[src/rtl/audio_pkg.sv]
// Shared definitions for the audio conditioning path: sequencer state
// encoding, gain full-scale constant, sample width and the saturate-to-16 helper.
package audio_pkg;

    localparam int unsigned SAMPLE_W  = 16;
    localparam int unsigned GAIN_W    = 9;
    localparam int unsigned GAIN_FULL = 256;
    localparam int unsigned SAT_IN_W  = 32;

    typedef enum logic [2:0] {
        IDLE = 3'd0,
        HPF  = 3'd1,
        LPF  = 3'd2,
        GAIN = 3'd3,
        OUT  = 3'd4
    } state_t;

    // Clamp a wide signed value into the signed 16-bit sample range.
    function automatic logic signed [SAMPLE_W-1:0] sat16(input logic signed [SAT_IN_W-1:0] v);
        logic signed [SAMPLE_W-1:0] r;
        if (v > 32'sd32767) begin
            r = 16'sh7FFF;
        end else if (v < -32'sd32768) begin
            r = 16'sh8000;
        end else begin
            r = v[SAMPLE_W-1:0];
        end
        return r;
    endfunction

endpackage

[src/rtl/audio_conditioner_if.sv]
// Sample bus between the sound block / core controls and the conditioner.
//   sample_en : sample-rate strobe          sound_en : core sound enable
//   mute      : OSD/pause mute              audio_in : unsigned offset-binary mix
//   audio_out : two's complement sample     out_valid: one-cycle update strobe
//   busy      : sequencer not idle          overrun  : sticky dropped-strobe flag
interface audio_conditioner_if;
    import audio_pkg::*;

    logic                sample_en;
    logic                sound_en;
    logic                mute;
    logic [SAMPLE_W-1:0] audio_in;
    logic [SAMPLE_W-1:0] audio_out;
    logic                out_valid;
    logic                busy;
    logic                overrun;

    modport master (
        output sample_en, sound_en, mute, audio_in,
        input  audio_out, out_valid, busy, overrun
    );

    modport slave (
        input  sample_en, sound_en, mute, audio_in,
        output audio_out, out_valid, busy, overrun
    );

endinterface

[src/rtl/audio_sat_mul.sv]
// Gain multiply, >>>8 rescale and saturation to a signed 16-bit sample.
//   z        : signed filtered sample (ACC_W bits)
//   gain     : unsigned gain, 256 = unity
//   result_c : combinational saturated product
module audio_sat_mul
    import audio_pkg::*;
#(
    parameter int unsigned ACC_W = 20
) (
    input  logic signed [ACC_W-1:0]    z,
    input  logic        [GAIN_W-1:0]   gain,
    output logic signed [SAMPLE_W-1:0] result_c
);

    localparam int unsigned PROD_W = ACC_W + GAIN_W;

    logic signed [PROD_W-1:0] z_ext;
    logic signed [PROD_W-1:0] gain_ext;
    logic signed [PROD_W-1:0] prod;
    logic signed [PROD_W-1:0] scaled;

    // Full-width product; gain is zero-extended so it stays non-negative.
    always_comb begin
        z_ext    = PROD_W'(z);
        gain_ext = $signed(PROD_W'(gain));
        prod     = z_ext * gain_ext;
        scaled   = prod >>> 8;
        result_c = sat16(SAT_IN_W'(scaled));
    end

endmodule

[src/rtl/audio_conditioner.sv]
// Converts the sound block's unsigned mix into a conditioned signed stream:
// DC-blocking high-pass, edge-smoothing low-pass, click-free gain ramp and
// saturation, sequenced one step per clock after each accepted sample_en.
//   clk : system clock
//   rst : synchronous active-low reset
//   bus : audio_conditioner_if.slave (sample in, conditioned sample out, status)
module audio_conditioner
    import audio_pkg::*;
#(
    parameter int unsigned HP_SHIFT  = 8,
    parameter int unsigned LP_SHIFT  = 2,
    parameter int unsigned RAMP_STEP = 64,
    parameter int unsigned ACC_W     = 20
) (
    input logic                clk,
    input logic                rst,
    audio_conditioner_if.slave bus
);

    localparam int unsigned STEP_W = GAIN_W + 1;

    state_t state;
    state_t next_state;

    logic signed [ACC_W-1:0]    x;
    logic signed [ACC_W-1:0]    x_prev;
    logic signed [ACC_W-1:0]    y_prev;
    logic signed [ACC_W-1:0]    z;
    logic        [GAIN_W-1:0]   gain;
    logic signed [SAMPLE_W-1:0] audio_out_q;
    logic                       out_valid_q;
    logic                       busy_q;
    logic                       overrun_q;

    logic                       capture_c;
    logic                       hpf_c;
    logic                       lpf_c;
    logic                       out_load_c;
    logic                       overrun_set_c;

    logic signed [ACC_W-1:0]    x_in_c;
    logic signed [ACC_W-1:0]    y_c;
    logic signed [ACC_W-1:0]    z_c;
    logic        [GAIN_W-1:0]   gain_c;
    logic        [STEP_W-1:0]   gain_up_c;
    logic signed [SAMPLE_W-1:0] sat_c;

    // State register.
    always_ff @(posedge clk) begin
        if (!rst) begin
            state <= IDLE;
        end else begin
            state <= next_state;
        end
    end

    // Next-state: accept a sample only in IDLE, then walk the pipeline once.
    always_comb begin
        next_state = state;
        case (state)
            IDLE:    if (bus.sample_en) next_state = HPF;
            HPF:     next_state = LPF;
            LPF:     next_state = GAIN;
            GAIN:    next_state = OUT;
            OUT:     next_state = IDLE;
            default: next_state = IDLE;
        endcase
    end

    // Per-state datapath strobes.
    always_comb begin
        capture_c     = 1'b0;
        hpf_c         = 1'b0;
        lpf_c         = 1'b0;
        out_load_c    = 1'b0;
        case (state)
            IDLE:    capture_c  = bus.sample_en;
            HPF:     hpf_c      = 1'b1;
            LPF:     lpf_c      = 1'b1;
            GAIN:    out_load_c = 1'b1;
            default: ;
        endcase
        overrun_set_c = bus.sample_en && (state != IDLE);
    end

    // Arithmetic for each step; inverting the MSB turns offset binary into two's complement.
    always_comb begin
        x_in_c    = ACC_W'($signed({~bus.audio_in[SAMPLE_W-1], bus.audio_in[SAMPLE_W-2:0]}));
        y_c       = x - x_prev + y_prev - (y_prev >>> HP_SHIFT);
        z_c       = z + ((y_prev - z) >>> LP_SHIFT);
        gain_up_c = STEP_W'(gain) + STEP_W'(RAMP_STEP);
        gain_c    = '0;
        if (bus.sound_en && !bus.mute) begin
            gain_c = (gain_up_c > STEP_W'(GAIN_FULL)) ? GAIN_W'(GAIN_FULL) : GAIN_W'(gain_up_c);
        end else if (gain >= GAIN_W'(RAMP_STEP)) begin
            gain_c = gain - GAIN_W'(RAMP_STEP);
        end
    end

    audio_sat_mul #(
        .ACC_W (ACC_W)
    ) u_sat_mul (
        .z        (z),
        .gain     (gain),
        .result_c (sat_c)
    );

    // Datapath and output registers; filter state runs regardless of gain.
    // Output loads on the GAIN edge so out_valid is high during OUT.
    always_ff @(posedge clk) begin
        if (!rst) begin
            x           <= '0;
            x_prev      <= '0;
            y_prev      <= '0;
            z           <= '0;
            gain        <= '0;
            audio_out_q <= '0;
            out_valid_q <= 1'b0;
            busy_q      <= 1'b0;
            overrun_q   <= 1'b0;
        end else begin
            out_valid_q <= out_load_c;
            busy_q      <= (next_state != IDLE);
            if (overrun_set_c) begin
                overrun_q <= 1'b1;
            end
            if (capture_c) begin
                x    <= x_in_c;
                gain <= gain_c;
            end
            if (hpf_c) begin
                x_prev <= x;
                y_prev <= y_c;
            end
            if (lpf_c) begin
                z <= z_c;
            end
            if (out_load_c) begin
                audio_out_q <= sat_c;
            end
        end
    end

    assign bus.audio_out = audio_out_q;
    assign bus.out_valid = out_valid_q;
    assign bus.busy      = busy_q;
    assign bus.overrun   = overrun_q;

endmodule

[src/flat_wrapper.sv]
// flat-port wrapper written by rule: the top's interface ports become plain ports
module audio_conditioner_flat import audio_pkg::*;
#(
    parameter int unsigned HP_SHIFT  = 8,
    parameter int unsigned LP_SHIFT  = 2,
    parameter int unsigned RAMP_STEP = 64,
    parameter int unsigned ACC_W     = 20
)
  (clk, rst, bus_sample_en, bus_sound_en, bus_mute, bus_audio_in, bus_audio_out, bus_out_valid, bus_busy, bus_overrun);
  audio_conditioner_if bus_i ();
  input logic clk;
  input logic rst;
  input wire logic [$bits(bus_i.sample_en)-1:0] bus_sample_en;
  input wire logic [$bits(bus_i.sound_en)-1:0] bus_sound_en;
  input wire logic [$bits(bus_i.mute)-1:0] bus_mute;
  input wire logic [$bits(bus_i.audio_in)-1:0] bus_audio_in;
  output wire logic [$bits(bus_i.audio_out)-1:0] bus_audio_out;
  output wire logic [$bits(bus_i.out_valid)-1:0] bus_out_valid;
  output wire logic [$bits(bus_i.busy)-1:0] bus_busy;
  output wire logic [$bits(bus_i.overrun)-1:0] bus_overrun;
  assign bus_i.sample_en = bus_sample_en;
  assign bus_i.sound_en = bus_sound_en;
  assign bus_i.mute = bus_mute;
  assign bus_i.audio_in = bus_audio_in;
  assign bus_audio_out = bus_i.audio_out;
  assign bus_out_valid = bus_i.out_valid;
  assign bus_busy = bus_i.busy;
  assign bus_overrun = bus_i.overrun;
  audio_conditioner #(.HP_SHIFT(HP_SHIFT), .LP_SHIFT(LP_SHIFT), .RAMP_STEP(RAMP_STEP), .ACC_W(ACC_W)) u_core (.clk(clk), .rst(rst), .bus(bus_i));
endmodule
[config.mk]
export PLATFORM = sky130hd
export DESIGN_NAME = audio_conditioner_flat
export DESIGN_NICKNAME = d
export VERILOG_FILES = /design/src/rtl/audio_pkg.sv /design/src/rtl/audio_conditioner_if.sv /design/src/rtl/audio_sat_mul.sv /design/src/rtl/audio_conditioner.sv /design/src/flat_wrapper.sv
export SDC_FILE = /design/constraint.sdc
export NUM_CORES = 1
export LEC_CHECK = 0
export BUFFER_PORTS_ARGS = -buffer_cell sky130_fd_sc_hd__buf_2
export CORE_MARGIN = 1.5
export CORE_UTILIZATION = 30
export CTS_CLUSTER_DIAMETER = 120
export DETAILED_ROUTE_END_ITERATION = 8
export PLACE_DENSITY = 0.48
export SLEW_MARGIN = 20
export SYNTH_ARGS = -nofsm -noshare
export SYNTH_HDL_FRONTEND = slang
export SYNTH_SLANG_ARGS = --single-unit
[constraint.sdc]
create_clock -name clk -period 6.7 [get_ports clk]
set_input_delay 1.34 -clock clk [delete_from_list [all_inputs] [get_ports clk]]
set_output_delay 1.34 -clock clk [all_outputs]
set_load 0.02 [all_outputs]
==> metrics.yaml, run 1 <==
status:
  outcome: "finished, final reports clean"
final_layout:
  fin_area_um2: 11800
  layout_common_cells: "nand2_1, ha_1, a21oi_1"
  layout-drive-gt1-share_pct: 6.42
  area_growth_pct: 10.8
  nets: 1581
  final_common_cell: "nand2_1"
  diodes: 0
synthesis:
  synth_cells: 1233
  ys_warn_count: 0
  synth-main-ff-cell: "dfxtp_1"
  ys_ff_latch: 97
  synth_edf_count: 0
  netlist_area_um2: 10700
  synth_cell_types: 76
  synth.avg_cell_area_um2: 8.67
  ys_seq_area_share_pct: 18.2
  async_reset_ff_share_pct: 0
job:
  maxCapViolCount: 0
cts:
  clkTransAtPathRegs_ps: 70
  numCtsBuffers: 9
  clock_path_buffers: 2
  cts_hold_buffers: 0
  cts_tree: "yes"
  clock_latency_ps: 360
  post_cts_resized: 0
  cts_sinks: 97
  cts_max_level: 3
  cts_setup_buffers: 0
  clock-root-buffer: "clkbuf_16"
worst_hold_path:
  min_path_type: "reg2reg"
  min_from: "u_core.x_prev[0]"
  whs_endpoint: "u_core.x_prev[0]"
  whs_path_depth: 2
routing:
  wl_per_cell_um: 13.4
  route.detailed.drc: 0
  vias_per_cell: 4.66
  drt-initial-drc-count: 345
  dr.pass1.iters: 4
  dr_total_vias: 8216
  ant_nets: 0
  finalWirelength_um: 23600
timing:
  slew_violations: 0
  period_needed_ps: 6040
  fin_worst_skew_ps: 11.0
  fmax_ghz: 0.165
  worst_slew_pin_slew_ps: 855
  min_period_over_period_pct: 90.2
  slew_headroom_pct: 43.0
  finalHoldViolations: 0
  setup_viol: 0
  rsz0062_at_grt: "no"
  setup_tns_ps: 0
worst_setup_path:
  crit_required_ps: 6920
  ff2ff_path_depth: 17
  worst_r2r_endpoint: "u_core.bus.audio_out[0]"
  r2r_slack_ps: 660
  cp-end-kind: "flip-flop"
  crit_path_max_fanout: 17
  worstSetupPathType: "reg2reg"
  cp-start-kind: "flip-flop"
  arrival_ps: 6260
  r2r_start: "u_core.gain[6]"
grt:
  grt_max_degree: 75
  grtUsageTotal_pct: 13.6
  grt_overflow: 0
  grt_pass1_vias: 8164
  grt_first_pass_wirelength_um: 40100
  antenna_found_initial: 1
die:
  dieWidth_um: 192
  core_area_um2: 34800
  fp.dieArea_um2: 36800
  io_pins: 40
  row_count: 68
  fp.dieH_um: 192
  initial_core_util_pct: 30.7
placed_design:
  dp_hpwl_um: 19100
  io_buffers: 39
  placed_area_um2: 11500
  place.gp.congestion: 0.796
power_and_ir_drop:
  peakVddDrop_mv: 0.230
  p_sw_w: 0.00287
  p_leak_nw: 5.39
  pwr-share-clk_pct: 9.2
  switching_share_pct: 49.1
  seq_power_share_pct: 13.8
  power_w: 0.00585
  pwr-share-comb_pct: 77.0
  p_int_w: 0.00298
  p_per_area_nw_per_um2: 495
==> sequential cells by signal, summed over array words and instances (netlist names) <==
name and cells:
u_core.bus.audio_out 16, u_core.bus.busy 1, u_core.bus.out_valid 1, u_core.bus.overrun 1, u_core.gain 3, u_core.state 3
u_core.x 16, u_core.x_prev 16, u_core.y_prev 20, u_core.z 20
==> logic make-up after synthesis <==
logic type	after synthesis	share of synthesized area [%]
simple gates	362	15.6
compound gates	294	17.3
fa+ha+maj	256	37.5
buf+inv	148	5.31
flops	97	18.2
xor+xnor	72	5.90
other cells	2	0.0703
mux	2	0.187
==> worst max-delay path by stage <==
stage / startpoint / end / slack, ps / depth (start not counted)
after floorplan: u_core.gain[7] / u_core.bus.audio_out[6] / 1310 / 24
after CTS: u_core.gain[6] / u_core.bus.audio_out[0] / 670 / 17
after global routing: u_core.gain[7] / u_core.bus.audio_out[0] / 190 / 18
after detailed placement: u_core.gain[7] / u_core.bus.audio_out[13] / 720 / 18
after global placement: u_core.gain[6] / u_core.bus.audio_out[1] / 800 / 17
final: u_core.gain[6] / u_core.bus.audio_out[0] / 660 / 17
==> worst max-delay path, stage by stage (launching register included) <==
cell	delay, ps
dfxtp_1	640
clkinv_1	470
buf_4	300
nor2_1	120
fa_1	450
fa_1	510
fa_1	510
ha_1	310
ha_1	350
nor3b_1	160
o21ai_0	400
nand2b_1	170
a31oi_2	250
o21ai_4	100
nand4_1	110
nand3_1	380
a21boi_4	540
a21oi_1	120
==> area by class of cell <==
type	count	area [µm²]
multi-input cells	1045	8390
well taps	455	569
fillers	3676	23000
flip-flops and latches	97	1940
clock inverters	5	66.3
repair buffers	44	233
clock buffers	10	229
inverters	107	402
==> per-layer routing <==
metal | up-vias | part of all wire, % | global-route usage (%)
met5 | - | 0 | 0
met4 | 0 | 1.1 | 3.34
met3 | 14 | 1.5 | 1.59
met2 | 41 | 47 | 22.4
met1 | 3884 | 51 | 18.9
li1 | 4277 | - | -
==> cell usage after synthesis, drive strengths merged (5+ instances only) <==
| cell type | n | share of area, % |
|---|---|---|
| buf | 6 | 0.32 |
| o21a | 15 | 1.1 |
| nand2 | 153 | 5.4 |
| a21oi | 125 | 5.9 |
| clkbuf | 35 | 1.2 |
| ha | 149 | 17 |
| and3 | 9 | 0.53 |
| or3 | 9 | 0.57 |
| nand2b | 11 | 0.64 |
| xor2 | 26 | 2.1 |
| fa | 107 | 20 |
| a211oi | 13 | 0.96 |
| and2 | 29 | 1.7 |
| nor2 | 86 | 3.0 |
| o211ai | 5 | 0.35 |
| a31oi | 8 | 0.67 |
| nand3 | 18 | 0.89 |
| o21ai | 64 | 3.1 |
| nor3 | 18 | 0.84 |
| inv | 106 | 3.7 |
| a21o | 26 | 1.8 |
| dfxtp | 97 | 18 |
| xnor2 | 46 | 3.8 |
| nor2b | 9 | 0.53 |
==> power by group through the flow <==
stage                     Combinational [W]  Clock (W)  Sequential (W)
after floorplan                     0.00376          0        0.000769
after global placement              0.00448          0        0.000827
after CTS                           0.00453   0.000562        0.000814
after detailed placement            0.00449          0        0.000829
final                               0.00451   0.000536        0.000808
after global routing                0.00514   0.000580        0.000833
==> through the flow <==
stage / hold WS, ps / instances / utilization (%) / worst slack (ps)
6_report: 456 / 1763 / 34.0 / 656
5_1_grt: 475 / 1763 / 34.0 / 185
4_1_cts: 460 / 1763 / 34.0 / 669
3_5_place_dp: 447 / 1748 / 33.2 / 718
3_3_place_gp: 444 / 1748 / 33.2 / 800
2_1_floorplan: 436 / 1290 / - / 1310
No activity file was read; power rests on OpenSTA's default activity.
==> inputs of run 2 (changes only) <==
- BUFFER_PORTS_ARGS: -buffer_cell sky130_fd_sc_hd__buf_2 -> -buffer_cell sky130_fd_sc_hd__buf_4
==> run 2 against run 1 <==
Effect of this change: clock power decreased by 2%; largest power group unchanged; routed wire length increased by 1.0%; core utilization increased by 0.26 points; hold slack improved by 2.5 ps; via count increased by 1.1%; worst setup slack improved by 11 ps; combinational power about the same; sequential power about the same; highest routed layer unchanged; flip-flop and latch count unchanged; maximum frequency increased by 0.18%; global-route usage decreased by 0.12 points; critical endpoint is now u_core.bus.audio_out[3].
==> metrics.yaml, run 2 (synthesized netlist as in run 1, its figures left out) <==
status:
  outcome: "finished, final reports clean"
die:
  fp.dieH_um: 192  # unchanged
  fp.dieArea_um2: 36800  # unchanged
  io_pins: 40  # unchanged
  core_area_um2: 34800  # unchanged
  row_count: 68  # unchanged
  initial_core_util_pct: 30.7  # unchanged
  dieWidth_um: 192  # unchanged
worst_setup_path:
  slowest_stage: "dfxtp_1"
  r2r_slack_ps: 670  # about the same
  crit_required_ps: 6930  # about the same
  worstSetupPathType: "reg2reg"
  cp-end-kind: "flip-flop"
  arrival_ps: 6260  # about the same
  critical-path-max-stage-delay_ps: 690  # +50 ps
  ff2ff_path_depth: 17  # unchanged
  r2r_start: "u_core.gain[6]"
  cp-start-kind: "flip-flop"
  worst_r2r_endpoint: "u_core.bus.audio_out[3]"
  crit_path_max_fanout: 17  # unchanged
  crit_path_frequent_cell: "fa_1"
  critical_path.cell_chain: "clkinv_1 -> buf_4 -> nor2_1 -> fa_1 -> fa_1 -> fa_1 -> ha_1 -> ha_1 -> nor3b_1 -> o21ai_0 -> nand2b_1 -> a31oi_2 -> o21ai_4 -> nand4_1 -> nand3_1 -> a21boi_4 -> a21oi_1"
final_layout:
  layout-drive-gt1-share_pct: 6.57  # +0.15 points
  layout_common_cells: "nand2_1, ha_1, a21oi_1"
  diodes: 0  # unchanged
  final_common_cell: "nand2_1"
  top_regs: "u_core.y_prev x20, u_core.z x20"
  fin_area_um2: 11900  # +0.75%
  area_growth_pct: 11.6
  nets: 1581  # unchanged
placed_design:
  io_buffers: 39  # unchanged
  placed_area_um2: 11600  # +0.85%
  place.gp.congestion: 0.761  # -4.3%
  dp_hpwl_um: 19200  # +0.46%
timing:
  fin_worst_skew_ps: 15.1  # +4.13 ps
  worst_slew_pin_slew_ps: 961  # +106 ps
  period_needed_ps: 6030  # -10.8 ps
  slew_headroom_pct: 35.9  # -7.1 points
  rsz0062_at_grt: "no"
  fmax_ghz: 0.166  # +0.18%
  setup_viol: 0  # unchanged
  slew_violations: 0  # unchanged
  setup_tns_ps: 0  # unchanged
  finalHoldViolations: 0  # unchanged
  min_period_over_period_pct: 90.0  # -0.16 points
power_and_ir_drop:
  p_per_area_nw_per_um2: 491  # -0.62%
  peakVddDrop_mv: 0.252  # +9.7%
  p_leak_nw: 5.41  # +0.36%
worst_hold_path:
  min_from: "u_core.x_prev[10]"
  min_path_type: "reg2reg"
  whs_endpoint: "u_core.x_prev[10]"
  whs_path_depth: 2  # unchanged
routing:
  finalWirelength_um: 23800  # +1.0%
  drt-initial-drc-count: 388  # +12%
  dr_total_vias: 8303  # +1.1%
  route.detailed.drc: 0  # unchanged
  vias_per_cell: 4.71  # +1.0%
  wl_per_cell_um: 13.5  # +0.98%
  dr.pass1.iters: 4  # unchanged
  ant_nets: 0  # unchanged
cts:
  cts_sinks: 97  # unchanged
  clock_latency_ps: 370  # about the same
  cts_max_level: 3  # unchanged
  numCtsBuffers: 9  # unchanged
  cts_hold_buffers: 0  # unchanged
  post_cts_resized: 0  # unchanged
  clock-root-buffer: "clkbuf_16"
  clkTransAtPathRegs_ps: 80  # about the same
  cts_setup_buffers: 0  # unchanged
  cts_tree: "yes"
  clock_path_buffers: 2  # unchanged
job:
  maxCapViolCount: 0  # unchanged
grt:
  grt_max_degree: 48  # -36%
  antenna_found_initial: 1  # unchanged
  grtUsageTotal_pct: 13.5  # -0.12 points
  grt_overflow: 0  # unchanged
  grt_pass1_vias: 8114  # -0.61%
  grt_first_pass_wirelength_um: 40000  # -0.15%
==> run 2: changes by cell type in the layout (fill, tap and decap cells not counted) <==
cell        before  now
buf_2           39    0
buf_4            5   44
inv_6            0    3
clkinv_2         0    2
bufinv_16        1    0
clkbuf_1         1    0
clkinv_4         2    1
clkinv_8         0    1
clkinvlp_4       1    0
inv_8            1    0
==> run 2: area by class of cell <==
type	count	area, µm²
clock buffer	9	225
tap	455	569
timing repair buffer	44	330
multi-input combinational	1045	8390
inverter	107	402
sequential	97	1940
fill	3609	22900
clock inverter	7	61.3
==> run 2: power by group <==
group	internal (W)	total (W)	leakage, nW	switching, W
Sequential	0.000671	0.000808	0.790	0.000137
Clock	0.000259	0.000525	0.143	0.000265
Combinational	0.00203	0.00453	4.47	0.00250
==> run 2: worst max-delay path by stage <==
stage | from | slack [ps] | end | cells after the start
2_1_floorplan | u_core.gain[7] | 1310 | u_core.bus.audio_out[6] | 24
3_3_place_gp | u_core.gain[7] | 820 | u_core.bus.audio_out[1] | 18
3_5_place_dp | u_core.gain[7] | 680 | u_core.bus.audio_out[0] | 18
4_1_cts | u_core.gain[7] | 660 | u_core.bus.audio_out[0] | 18
5_1_grt | u_core.gain[7] | 110 | u_core.bus.audio_out[2] | 18
6_report | u_core.gain[6] | 670 | u_core.bus.audio_out[3] | 17
==> run 2: through the flow <==
step	hold slack [ps]	total power (W)	util [%]	setup slack [ps]	std cells
5_1_grt	475	0.00654	34.3	111	1764
2_1_floorplan	436	0.00453	-	1310	1290
6_report	458	0.00586	34.3	667	1764
4_1_cts	462	0.00592	34.3	663	1764
3_5_place_dp	451	0.00534	33.4	681	1748
3_3_place_gp	444	0.00532	33.4	820	1748
==> run 2: metal layers <==
metal | global-route usage (%) | wire [µm]
met5 | 0 | 0
met4 | 3.28 | 229
met3 | 1.37 | 499
met2 | 22.4 | 11100
met1 | 18.7 | 12000
==> run 2: worst max-delay path: cells and delay by family (launching register included) <==
family | cells | cell delay (ps)
AOI/OAI and AO/OA | 5 | 1370
adders and majority gates | 5 | 2140
buffers and inverters | 2 | 730
DFF | 1 | 690
and+or+nand+nor | 5 | 960
